==> config.mk <==
export PLATFORM = sky130hd
export DESIGN_NAME = apb_fifo_reader
export DESIGN_NICKNAME = d
export VERILOG_FILES = /design/src/rtl/apb_fifo_reader.sv
export SDC_FILE = /design/constraint.sdc
export NUM_CORES = 1
export LEC_CHECK = 0
export CELL_PAD_IN_SITES_DETAIL_PLACEMENT = 0
export CELL_PAD_IN_SITES_GLOBAL_PLACEMENT = 2
export CORE_UTILIZATION = 22
export DETAILED_ROUTE_END_ITERATION = 8
export PLACE_DENSITY = 0.89
export SETUP_SLACK_MARGIN = 0.3
export SYNTH_ARGS = -nofsm -noshare
export SYNTH_HDL_FRONTEND = slang
export SYNTH_SLANG_ARGS = --single-unit
==> constraint.sdc <==
create_clock -name clk -period 3.09 [get_ports clk]
set_input_delay 0.618 -clock clk [delete_from_list [all_inputs] [get_ports clk]]
set_output_delay 0.618 -clock clk [all_outputs]
set_load 0.02 [all_outputs]
==> src/rtl/apb_fifo_reader.sv <==
// APB slave that pops a show-ahead async FIFO (read-clock domain) into CPU-visible registers.
// Define APB_FIFO_RD_TIMEOUT_EN to let an empty DATA read wait up to TIMEOUT cycles for data.
module apb_fifo_reader #(
    parameter int unsigned DATA_WIDTH = 16,
    parameter int unsigned CNT_WIDTH  = 16,
    parameter int unsigned TIMEOUT    = 15
) (
    input  logic                  clk,
    input  logic                  rst,
    input  logic                  psel,
    input  logic                  penable,
    input  logic                  pwrite,
    input  logic [3:0]            paddr,
    input  logic [31:0]           pwdata,
    output logic [31:0]           prdata,
    output logic                  pready,
    output logic                  pslverr,
    input  logic [DATA_WIDTH-1:0] fifo_dout,
    input  logic                  fifo_empty,
    input  logic                  fifo_full,
    output logic                  fifo_rd_en
);

`ifdef APB_FIFO_RD_TIMEOUT_EN
    typedef enum logic [1:0] {IDLE, WAIT, RESP} state_e;
    localparam int unsigned WAIT_W = (TIMEOUT > 1) ? $clog2(TIMEOUT) : 1;
    localparam logic [WAIT_W-1:0] WAIT_LAST = WAIT_W'(TIMEOUT - 1);
    logic [WAIT_W-1:0] wait_cnt_q, wait_cnt_d;
`else
    typedef enum logic [1:0] {IDLE, RESP} state_e;
`endif

    localparam logic [1:0] A_DATA   = 2'd0;
    localparam logic [1:0] A_STATUS = 2'd1;
    localparam logic [1:0] A_CTRL   = 2'd2;

    state_e               state_q, state_d;
    logic [31:0]          prdata_q, prdata_d;
    logic                 pready_q, pready_d;
    logic                 pslverr_q, pslverr_d;
    logic                 enable_q, enable_d;
    logic                 underflow_q, underflow_d;
    logic [CNT_WIDTH-1:0] pop_cnt_q, pop_cnt_d;

    logic        pop;
    logic        clear;
    logic [31:0] head_word;
    logic [31:0] status_word;
    logic [31:0] ctrl_word;
    logic        unused_ok;

    assign unused_ok = ^{pwdata[31:2], paddr[1:0], 32'(TIMEOUT)};
    assign head_word = 32'(fifo_dout);
    assign ctrl_word = {31'd0, enable_q};

    always_comb begin
        status_word                  = '0;
        status_word[0]               = fifo_empty;
        status_word[1]               = fifo_full;
        status_word[2]               = underflow_q;
        status_word[3]               = enable_q;
        status_word[16 +: CNT_WIDTH] = pop_cnt_q;
    end

    // NOTE: every _d gets a default before the case so no path can infer a latch.
    always_comb begin
        state_d     = state_q;
        prdata_d    = '0;
        pready_d    = 1'b0;
        pslverr_d   = 1'b0;
        enable_d    = enable_q;
        underflow_d = underflow_q;
        pop         = 1'b0;
        clear       = 1'b0;
`ifdef APB_FIFO_RD_TIMEOUT_EN
        wait_cnt_d  = wait_cnt_q;
`endif
        case (state_q)
            IDLE: begin
                if (psel && penable) begin
                    state_d  = RESP;
                    pready_d = 1'b1;
                    case (paddr[3:2])
                        A_DATA: begin
                            if (pwrite || !enable_q) begin
                                pslverr_d = 1'b1;
                            end else if (!fifo_empty) begin
                                pop      = 1'b1;
                                prdata_d = head_word;
                            end else begin
`ifdef APB_FIFO_RD_TIMEOUT_EN
                                state_d    = WAIT;
                                pready_d   = 1'b0;
                                wait_cnt_d = '0;
`else
                                pslverr_d   = 1'b1;
                                underflow_d = 1'b1;
`endif
                            end
                        end
                        A_STATUS: begin
                            if (pwrite) pslverr_d = 1'b1;
                            else        prdata_d  = status_word;
                        end
                        A_CTRL: begin
                            if (pwrite) begin
                                enable_d = pwdata[0];
                                clear    = pwdata[1];
                            end else begin
                                prdata_d = ctrl_word;
                            end
                        end
                        default: pslverr_d = 1'b1;
                    endcase
                end
            end
`ifdef APB_FIFO_RD_TIMEOUT_EN
            WAIT: begin
                wait_cnt_d = wait_cnt_q + 1'b1;
                // An abort takes priority so a dropped transfer never consumes a word.
                if (!psel) begin
                    state_d = IDLE;
                end else if (!fifo_empty) begin
                    pop      = 1'b1;
                    prdata_d = head_word;
                    state_d  = RESP;
                    pready_d = 1'b1;
                end else if (wait_cnt_q == WAIT_LAST) begin
                    state_d     = RESP;
                    pready_d    = 1'b1;
                    pslverr_d   = 1'b1;
                    underflow_d = 1'b1;
                end
            end
`endif
            RESP:    state_d = IDLE;
            default: state_d = IDLE;
        endcase

        pop_cnt_d = pop ? pop_cnt_q + 1'b1 : pop_cnt_q;
        if (clear) begin
            pop_cnt_d   = '0;
            underflow_d = 1'b0;
        end
    end

    // Gated by rst so an abandoned transfer cannot pop while reset is applied.
    assign fifo_rd_en = pop && !rst;

    // NOTE: sequential state uses non-blocking assignments only.
    always_ff @(posedge clk) begin
        if (rst) begin
            state_q     <= IDLE;
            prdata_q    <= '0;
            pready_q    <= 1'b0;
            pslverr_q   <= 1'b0;
            enable_q    <= 1'b0;
            underflow_q <= 1'b0;
            pop_cnt_q   <= '0;
`ifdef APB_FIFO_RD_TIMEOUT_EN
            wait_cnt_q  <= '0;
`endif
        end else begin
            state_q     <= state_d;
            prdata_q    <= prdata_d;
            pready_q    <= pready_d;
            pslverr_q   <= pslverr_d;
            enable_q    <= enable_d;
            underflow_q <= underflow_d;
            pop_cnt_q   <= pop_cnt_d;
`ifdef APB_FIFO_RD_TIMEOUT_EN
            wait_cnt_q  <= wait_cnt_d;
`endif
        end
    end

    assign prdata  = prdata_q;
    assign pready  = pready_q;
    assign pslverr = pslverr_q;

endmodule

# --- Word level (Yosys, flattened, before mapping) ---
# Index checks and enable logic that the tools add are counted.
classes:
  addsub: 1
  n_eq_ne: 2
  muxes: 19
  bitwise: 3
  n_reduce_logical: 12
op_table:
  columns: ["cell", "count"]
  rows:
  - ["$pmux 32 s3", 1]
  - ["$mux 16", 2]
  - ["$mux 32", 1]
  - ["$add 16x1->16 const B", 1]
  - ["$mux 1", 14]
  - ["$reduce_and 5->1", 1]
  - ["$logic_not 2->1", 2]
  - ["$reduce_and 4->1", 1]
  - ["$reduce_or 2->1", 2]
  - ["$not 1->1", 3]
  - ["$pmux 1 s3", 1]
  - ["$reduce_or 3->1", 1]
  - ["$eq 2x1->1 const B", 1]
  - ["$eq 2x2->1 const B", 1]
  - ["$logic_and 1x1->1", 2]
  - ["$logic_not 1->1", 2]
  - ["$logic_or 1x1->1", 1]
word_totals:
  ff_bits: 53
  in_bits: 59
  out_inout_bits: 35
  elab_cells: 44

# --- Depth between registers and ports, before layout ---
logic_depth:
  ltp_word: 7
  ltp_mapped: 6
  mapped_depth_nobuf: 5

# --- Worst setup path after synthesis ---
# No wires, ideal clock.
synth_timing:
  path_kind: "input port to flip-flop"
  startpoint: "input paddr[3]"
  endpoint: "register pop_cnt_q[10]"
  setup_time_ns: 0.070
  arrival_ns: 2.535
  required_ns: 3.020
  path_slack_ns: 0.485
  path_stages: 6
  path_buffers: 2
  path_cell_list: "buf_6 > or4b_4 > or4_1 > buf_2 > or4_1 > a21oi_1"
synth_between:
  elab_chain_len: 5
  elab_cells_between_ends: 9
  cone_classes: "1 x eq/ne; 6 x mux; 2 x reduce/logical"
synth_lines:
  columns: ["element", "line_no", "source"]
  rows:
  - ["from (decl)", "13", "input logic [3:0] paddr,"]
  - ["$eq 2x2->1", "83", "case (paddr[3:2])"]
  - ["$mux 1", "83", null]
  - ["$mux 1", "80", "if (psel && penable) begin"]
  - ["$mux 1", "78", "case (state_q)"]
  - ["$reduce_or 2->1 (no source line)", null, null]
  - ["to (signal assigned)", "170", "pop_cnt_q <= pop_cnt_d;"]
  - ["to (decl)", "43", "logic [CNT_WIDTH-1:0] pop_cnt_q, pop_cnt_d;"]
# Several ways; a longest one is shown, not always the timed one.
# A chain may end at the register's enable or synchronous reset.

# --- Worst setup path in the final report ---
layout_timing:
  startpoint: "input paddr[3]"
  endpoint: "output fifo_rd_en"
layout_between:
  elab_chain_len: 5
layout_lines:
  columns: ["element", "line_no", "source"]
  rows:
  - ["$logic_not 2->1", "83", null]
  - ["$mux 1", "83", null]
  - ["$mux 1", "80", null]
  - ["$mux 1", "78", null]
  - ["$logic_and 1x1->1", "148", "assign fifo_rd_en = pop && !rst;"]
  - ["to (decl)", "21", "output logic fifo_rd_en"]
# No other way between the ends.

==> results.md <==
* Run status: complete, no violations
* Global placer's final weighted congestion at 0.6875
* Post-route worst hold slack at 0.4772 ns
* TritonRoute pass-1 iters at 4
* Slew Viols, Final at 0
* Tightest Hold Check Type: reg2reg
* Most frequent cells in the layout: 60 x sky130_fd_sc_hd__clkdlybuf4s50_1, 53 x sky130_fd_sc_hd__dfxtp_1, 16 x sky130_fd_sc_hd__a21oi_1, 16 x sky130_fd_sc_hd__and2_1, 15 x sky130_fd_sc_hd__and3_1
* Final setup fails at 0
* Number of remaining DRC errors at 0
* Number of top-level pins at 94
* Most common cell after layout, fill and taps aside: sky130_fd_sc_hd__clkdlybuf4s50_1
* Synthesis-to-layout area growth at 48.20%
* CTS hold repair buffers at 0
* Initial standard-cell utilization of the core at 23.05%
* Startpoint class of the critical path: input pin
* Worst endpoint required time at 2.47 ns
* Clock transition at the register clock pins on the worst setup and hold paths after CTS at 0.09 ns
* Final Skew at 0.009842 ns
* Antenna violations before repair at 0
* Antenna Violating Nets Remaining at 0
* Number of standard cells after synthesis at 196
* Total setup buffers inserted after CTS at 0
* Biggest area contributors in the synthesized netlist: sky130_fd_sc_hd__dfxtp_1 55%, sky130_fd_sc_hd__and2_1 5.2%, sky130_fd_sc_hd__and3_1 4.9%, sky130_fd_sc_hd__a21oi_1 4.2%, sky130_fd_sc_hd__or4_1 2.7%
* Layout net count at 328
* Asr flop ratio synth at 0%
* Count of input and output buffers at 61
* Distinct cell type count of the synthesized netlist at 37
* Max_slew headroom at 66.05%
* Std-Cell Rows at 33
* Max-cap violation count at 0
* ANT cells at 0
* Final Util at 34.16%
* Minimum clock period at 2.770 ns
* Clock latency of the later-clocked register in the worst-skew pair at 0.30 ns
* Pin count of the biggest net entering global routing at 17
* Overall global routing resource usage at 10.28%
* Die Footprint at 9073 µm²
* Total Power Consumption at 0.001245 W
* Number of buffers inserted during clock tree synthesis at 5
* Global route total overflow at 0
* Setup crit end kind: output port
* Top-area cell type share of the netlist area at 55.46%
* Number of DRC markers after the initial detailed-route iteration at 55
* Fillcell total at 854
* Arrival time of data at the critical path endpoint at 2.15 ns
* Placed instance count at 366
* Maximum number of buffers from clock root to sink at 2
* Via Count at 1622
* Top_reg_cell synth: sky130_fd_sc_hd__dfxtp_1
* Worst Path Max Fanout at 2
* Share of layout cells above drive strength 1 at 10.78%
* Wire length of the first global-routing pass at 7.314 mm
* Count of flip-flops with a built-in enable after synthesis at 0
* Horizontal extent of the die at 95.25 µm
* Routed wirelength normalized by instance count at 12.32 µm
* Number of global-route vias before repair at 1541
* Max IR drop VDD at 203.7 µV
* Mapped Nets at 256
* Category of the critical setup timing path: in2out
* Syn. warnings at 0
* Cell taking the most area after synthesis: sky130_fd_sc_hd__dfxtp_1
* Mapped cell area at 1913 µm²
* Final hold violation count at 0
* Maximum achievable frequency at 361.0 MHz
* Leakage dissipation at 1.067 nW
* Overall routed net length at 4.609 mm
* Power density cells at 439.3 nW/µm²
* Share of the clock period used by the worst path after layout at 89.65%
* Core Box Area at 8299 µm²
* Tightest Pin Transition at 0.5092 ns
* Cell at the root of the clock tree: sky130_fd_sc_hd__clkbuf_8
* Register area share after synthesis at 55.46%
* Overall die height at 95.25 µm
* Detailed Place HPWL at 3.361 mm
* CTS tree: done
* Mapped Avg Cell Area at 9.761 µm²
* Setup repair after global routing missed its margin: yes
* Via-per-instance ratio at 4.337
* Post-route insts no fill at 374
* #FFs+latches synth at 53
* H-Tree Level Count at 2
* Total clock sinks at 53
[worst max-delay path, cell delays in order]
cell                              delay, ns
sky130_fd_sc_hd__clkdlybuf4s50_1       0.43
sky130_fd_sc_hd__or4b_4                0.55
sky130_fd_sc_hd__nor3_1                0.21
sky130_fd_sc_hd__dlygate4sd1_1         0.34
[registers in the layout, summed over array words and instances, names as in the netlist]
signal,cells
prdata,32
pop_cnt_q,16
enable_q,1
pready,1
pslverr,1
state_q,1
underflow_q,1
[Yosys cell counts (all sizes together), types with 3 or more instances]
| library cell | instances |
|---|---|
| nand4 | 3 |
| o31ai | 4 |
| buf | 3 |
| nor2 | 10 |
| nand2 | 12 |
| or3 | 6 |
| a21oi | 16 |
| o21ai | 7 |
| nand3 | 7 |
| and3 | 15 |
| and2 | 16 |
| nor3 | 4 |
| inv | 5 |
| or4 | 7 |
| clkbuf | 6 |
| dfxtp | 53 |
[per-stage QoR]
step | setup TNS [ns] | instance area, µm² | worst slack (ns)
final | 0 | 2835 | 0.3197
after global routing | 0 | 2835 | 0.2884
after CTS | 0 | 2835 | 0.2738
after detailed placement | -0.3550 | 2709 | -0.07900
after global placement | -0.1631 | 2709 | -0.05762
after floorplan | 0 | 1913 | 0.4853
[power breakdown]
part	internal, W	switching, W
Clock	0.000264	0.000226
Combinational	0.0000426	0.0000283
Sequential	0.000684	0.000000691
Total	0.000990	0.000255
[repair_timing]
item | in CTS | in global routing
endpoints found under the setup margin | 8 | 2
gates resized for setup | 3 | 2
pin swaps | 0 | 1
cloned | 0 | 0
[cells by family (layout without fill, tap and decap cells)]
logic type | count (synthesis) | after routing | synth area share, %
and+or+nand+nor | 89 | 89 | 27.60
DFF | 53 | 53 | 55.46
AOI/OAI and AO/OA | 34 | 34 | 10.60
buffers and inverters | 14 | 87 | 3.270
xor gates and xnor gates | 3 | 3 | 1.374
muxes | 2 | 2 | 1.046
adders and majority gates | 1 | 1 | 0.6539
[area by class of cell]
cell class | instances | area, µm² | share of cell area (%)
flip-flops and latches | 53 | 1061 | 37.42
multi-input cells | 129 | 797.0 | 28.11
repair buffers | 74 | 706.9 | 24.93
well taps | 105 | 131.4 | 4.634
clock buffers | 6 | 82.58 | 2.913
clock inverters | 2 | 37.54 | 1.324
inverters | 5 | 18.77 | 0.6620
[layer usage]
metal | part of all wire (%) | GRT usage [%] | up-vias
li1 | - | - | 838
met1 | 47 | 13.54 | 756
met2 | 49 | 16.25 | 24
met3 | 3.2 | 2.632 | 4
met4 | 1.2 | 3.409 | 0
met5 | 0 | 0 | -
[path summary, 6_finish.rpt]
kind | start | endpoint | slack (ns) | cells after the start
max | paddr[3] | fifo_rd_en | 0.32 | 4
max reg2reg | enable_q | pop_cnt_q[15] | 0.74 | 5
min | pop_cnt_q[15] | pop_cnt_q[15] | 0.48 | 2
min reg2reg | pop_cnt_q[15] | pop_cnt_q[15] | 0.48 | 2
(Power assumes the default switching activity.)
